<file path="config.mk">
export PLATFORM = sky130hd
export DESIGN_NAME = fpu_add_writeback
export DESIGN_NICKNAME = d
export VERILOG_FILES = /design/src/rtl/fpu_pkg.sv /design/src/rtl/fpu_wb_fifo.sv /design/src/rtl/fpu_add_writeback.sv
export SDC_FILE = /design/constraint.sdc
export NUM_CORES = 1
export LEC_CHECK = 0
export ABC_AREA = 1
export CORE_MARGIN = 2
export CORE_UTILIZATION = 46
export DETAILED_ROUTE_END_ITERATION = 8
export GPL_TIMING_DRIVEN = 0
export PLACE_DENSITY = 0.68
export SETUP_SLACK_MARGIN = 0.02
export SLEW_MARGIN = 20
export SYNTH_ARGS = -nofsm -noshare
export SYNTH_HDL_FRONTEND = slang
export SYNTH_SLANG_ARGS = --single-unit
</file>
<file path="constraint.sdc">
create_clock -name CLK -period 4.9 [get_ports CLK]
set_input_delay 0.49 -clock CLK [delete_from_list [all_inputs] [get_ports CLK]]
set_output_delay 0.49 -clock CLK [all_outputs]
set_load 0.03 [all_outputs]
</file>
<file path="src/rtl/fpu_pkg.sv">
// Shared FP32 types and constants for the adder writeback path.
package fpu_pkg;

    typedef struct packed {
        logic        sign;
        logic [7:0]  exp;
        logic [22:0] mant;
    } fp32_t;

    typedef struct packed {
        logic of;
        logic uf;
    } fpu_flags_t;

    localparam logic [7:0]  FP32_EXP_MAX = 8'hFF;
    localparam logic [30:0] FP32_INF_MAG = 31'h7F80_0000;

endpackage

</file>
<file path="src/rtl/fpu_wb_fifo.sv">
// Generic DEPTH x W synchronous FIFO; owns pointers, occupancy count, full and empty.
module fpu_wb_fifo #(
    parameter int DEPTH = 4,
    parameter int W     = 34
) (
    input  logic         clk,
    input  logic         rst,
    input  logic         push,
    input  logic [W-1:0] wr_data,
    input  logic         pop,
    output logic [W-1:0] rd_data,
    output logic         full,
    output logic         empty
);

    localparam int PTR_W = $clog2(DEPTH);
    localparam int CNT_W = $clog2(DEPTH + 1);

    logic [W-1:0]     mem [DEPTH];
    logic [PTR_W-1:0] wr_ptr;
    logic [PTR_W-1:0] rd_ptr;
    logic [CNT_W-1:0] count;

    assign full    = (count == CNT_W'(DEPTH));
    assign empty   = (count == '0);
    assign rd_data = empty ? '0 : mem[rd_ptr];

    // Storage is not reset; only the bookkeeping decides what is valid.
    always_ff @(posedge clk) begin
        if (push) begin
            mem[wr_ptr] <= wr_data;
        end
    end

    // Pointers wrap by explicit compare so DEPTH need not be a power of two.
    always_ff @(posedge clk) begin
        if (rst) begin
            wr_ptr <= '0;
            rd_ptr <= '0;
            count  <= '0;
        end else begin
            if (push) begin
                wr_ptr <= (wr_ptr == PTR_W'(DEPTH - 1)) ? '0 : wr_ptr + PTR_W'(1);
            end
            if (pop) begin
                rd_ptr <= (rd_ptr == PTR_W'(DEPTH - 1)) ? '0 : rd_ptr + PTR_W'(1);
            end
            case ({push, pop})
                2'b10:   count <= count + CNT_W'(1);
                2'b01:   count <= count - CNT_W'(1);
                default: count <= count;
            endcase
        end
    end

endmodule

</file>
<file path="src/rtl/fpu_add_writeback.sv">
// Registered writeback stage for the FP32 adder: saturates at enqueue, buffers in a FIFO.
// Optional sticky CSR flags are built when FPU_WB_STICKY_EN is defined.
module fpu_add_writeback
    import fpu_pkg::*;
#(
    parameter int DEPTH = 4
) (
    input  logic        CLK,
    input  logic        RST,
    input  logic        in_valid,
    output logic        in_ready,
    input  logic [31:0] in_result,
    input  logic        in_overflow,
    input  logic        in_underflow,
    output logic        out_valid,
    input  logic        out_ready,
    output logic [31:0] out_result,
    output logic [1:0]  out_flags,
    input  logic        flags_clear,
    output logic [1:0]  sticky_flags
);

    localparam int PTR_W = $clog2(DEPTH);

    // Handshake: a transfer happens on a rising edge where valid and ready are both high;
    // ready never depends on valid of the same side, and a full FIFO refuses even while popping.
    fp32_t      raw;
    fp32_t      sat;
    fpu_flags_t in_flags;
    logic       push;
    logic       pop;
    logic       full;
    logic       empty;
    logic [33:0] rd_data;

    assign raw      = fp32_t'(in_result);
    assign in_flags = '{of: in_overflow, uf: in_underflow};

    // Overflow wins when both flags are raised.
    always_comb begin
        sat = raw;
        if (in_overflow) begin
            sat = fp32_t'({raw.sign, FP32_INF_MAG});
        end else if (in_underflow) begin
            sat = fp32_t'({raw.sign, 31'h0});
        end
    end

    assign in_ready = !RST && !full;
    assign push     = in_valid && in_ready;
    assign out_valid = !RST && !empty;
    assign pop      = out_valid && out_ready;

    fpu_wb_fifo #(
        .DEPTH (DEPTH),
        .W     (34)
    ) u_fifo (
        .clk     (CLK),
        .rst     (RST),
        .push    (push),
        .wr_data ({in_flags, sat}),
        .pop     (pop),
        .rd_data (rd_data),
        .full    (full),
        .empty   (empty)
    );

    assign out_result = out_valid ? rd_data[31:0]  : 32'h0;
    assign out_flags  = out_valid ? rd_data[33:32] : 2'b00;

`ifdef FPU_WB_STICKY_EN
    // A flag popped in the same cycle as a clear survives.
    always_ff @(posedge CLK) begin
        if (RST) begin
            sticky_flags <= 2'b00;
        end else begin
            sticky_flags <= (flags_clear ? 2'b00 : sticky_flags) | (pop ? out_flags : 2'b00);
        end
    end
`else
    logic unused_flags_clear;
    assign unused_flags_clear = flags_clear;
    assign sticky_flags       = 2'b00;
`endif

    logic [PTR_W-1:0] unused_ptr_w;
    assign unused_ptr_w = '0;

endmodule

</file>
==> summary.md <==
| Metric | Value |
|---|---|
| Primary FF master, synth | `edfxtp_1` |
| Post-CTS setup repair buffer count | `0` |
| Final period util | `about three fifths` |
| Clock sinks | `~150` |
| Diodes inserted | `0` |
| Slew Viols, Final | `0` |
| Post-synthesis cell count | `~540` |
| Die area | `14090 um2` |
| GRT overflow | `0` |
| Share of cells above drive strength 1 | `between 10% and 20%` |
| Syn Std Cell Area | `6052 um2` |
| Compound-gate portion of the synthesized area | `8.848%` |
| Max cap viols | `0` |
| Post-Synth XOR/XNOR Area | `less than 1%` |
| Core area | `12720 um2` |
| Max VDD drop | `0.2804 mV` |
| FFs w/ async S/R, synth | `0%` |
| CTS tree | `done` |
| Post-synth cell types | `22` |
| Area contributors post-synth | `edfxtp_1 (67%), nor2_1 (11%), o21ai_0 (4.1%), a21oi_1 (3.1%), nand2_1 (3.0%)` |
| Routed Antenna Nets | `0` |
| Initial antenna violation count | `0` |
| Warnings from Yosys | `0` |
| Hold Path Stages | `2` |
| H-tree levels | `4` |
| Fin crit period | `2957 ps` |
| Commonest non-fill, non-tap cell in the layout | `nor2_1` |
| Status | `complete, no violations` |
| Clk buf depth | `2` |
| Clk Latency, worst-skew pair | `420 ps` |
| Pwr Density | `417.6 nW/um2` |
| Setup TNS | `0 ps` |
| Row Count | `41` |
| Post-synth EDFFs | `136` |
| Design Area, Final | `7769 um2` |
| Placement Cell Area | `7142 um2` |
| Routed met3 length | `943 um` |
| Global-route wire length before repair | `between 20 and 25 mm` |
| Hold Buf Count CTS | `0` |
| CTS buffer count | `17` |
| I/O Pins | `77` |
| Final Wtd Congestion | `0.8088` |
| Post_cts resized | `0` |
| Worst-path maximum fanout | `10` |
| Final hold vios | `0` |
| Combinational family with the most area after synthesis | `simple AND/OR/NAND/NOR gates` |
| Drt first pass iters | `5` |
| Clock-pin slew of the registers on the worst-case setup and hold paths | `60 ps` |
| Final HPWL DP | `8.439 mm` |
| Startpoint Class | `input pin` |
| RSZ-0062 raised after global routing | `false` |
| Die width | `118.7 um` |
| F_max | `338.2 MHz` |
| Final setup viols | `0` |
| Vias | `about 4200` |
| Most frequent cells in the layout | `nor2_1 (167), edfxtp_1 (136), clkdlybuf4s50_1 (73)` |
| Worst path required time | `4410 ps` |
| Die H | `118.7 um` |
| Met2 wire len | `~6.9 mm` |
| DR iter-0 viols | `376` |
| Synthesis-stage register bit count | `145` |
| Vias in the first global route | `4095` |
| Crit path DAT | `roughly 2500 ps` |
| Clock Skew | `7.185 ps` |
| Root Driver | `clkbuf_16` |
| Sequential area share after synthesis | `between 70% and 80%` |
| Max-Slew Margin vs Limit | `between 50 and 60%` |
| Starting Density | `between 40% and 50%` |
| Worst hold-check path type | `reg -> reg` |
| Post-synthesis simple-gate area fraction | `14.41%` |
| Static Leakage | `0.002803 uW` |
| Area share of the largest cell type after synthesis | `between 60% and 70%` |
| Top layer reached by signal wires | `met4` |
| Residual DRC | `0` |
| Power, Total | `3244 uW` |
| Setup crit end kind | `output port` |
| Adder-Cell Fraction of Synth Area | `1.571%` |
| Reg2Reg Depth | `9` |
| Drt total wl | `13.62 mm` |
| Vias/cell | `between 5 and 6` |
| WL per Instance | `16.63 um` |
| Synth Area per Inst | `11.27 um2` |
| Area leader, netlist | `edfxtp_1` |
| All-layer global routing usage | `20.04%` |
| Worst Tran Pin Value | `638.7 ps` |
| Met1 Wirelength | `about 5.5 mm` |
| Mux share of post-synthesis cell area | `0%` |
| Largest net degree at the start of global routing | `21` |
| Setup Crit Path Kind | `in -> out` |
| Nets | `680` |
| # port buffers | `73` |
| Area growth syn-to-layout | `28.36%` |
Yosys cell counts (3+ instances only):
cell type  count
a21oi_1       37
buf_2         11
buf_4          7
buf_6          5
clkbuf_1       5
clkbuf_2       3
dfxtp_1        9
edfxtp_1     136
ha_1           6
inv_1         13
inv_2          3
nand2_1       49
nand3_1        6
nor2_1       171
o21ai_0       50
o21ai_1       20
area by class of cell:
type | instances | area [um2]
Buffer | 32 | 212.7
Clock buffer | 18 | 439.2
Clock inverter | 14 | 187.7
Fill cell | 1055 | 4954
Inverter | 16 | 60.06
Multi-Input combinational cell | 345 | 1549
Sequential cell | 145 | 4264
Tap cell | 172 | 215.2
Timing Repair Buffer | 77 | 840.8
worst max-delay path: stages:
cell and delay (ps):
clkdlybuf4s50_1 460, inv_2 170, nand2_2 170, buf_2 250, a21oi_1 210, clkdlybuf4s50_1 710
power breakdown:
part,total [uW],switching (uW),internal [uW]
Combinational,469,295,174
Clock,1350,491,862
Sequential,1420,16.0,1410
cells by family after synthesis:
logic type,after synthesis
other cells,1
fa+ha+maj,7
buf+inv,48
flops,145
xor+xnor,1
simple gates,228
compound gates,107
layer usage:
layer,track usage (%),up-vias
met5,0,-
met4,8.185,0
met3,4.826,26
met2,32.83,152
met1,25.64,2002
li1,-,2035
metrics by stage:
| step | utilization (%) | instances | setup WS (ps) | hold slack, ps |
|---|---|---|---|---|
| after detailed placement | 56.14 | 787 | 1944 | 475.2 |
| after global routing | 61.06 | 819 | 1856 | 513.8 |
| after global placement | 55.04 | 783 | 553.6 | 465.6 |
| after floorplan | - | 538 | 2260 | 454.1 |
| after CTS | 61.06 | 819 | 1949 | 485.1 |
| final | 61.06 | 819 | 1943 | 484.1 |
path summary, 6_finish.rpt:
kind	from	to	slack [ps]
setup / recovery	RST	out_result[18]	1940
hold / removal	u_fifo.count[1]	u_fifo.count[1]	480
setup reg to reg	u_fifo.count[0]	u_fifo.count[2]	2850
hold reg to reg	u_fifo.count[1]	u_fifo.count[1]	480
sequential cells by signal (all words and copies together) (netlist names), named ones only:
register       flops
u_fifo.mem       136
u_fifo.wr_ptr      2
u_fifo.rd_ptr      2
u_fifo.count       3
(Power assumes the default switching activity.)
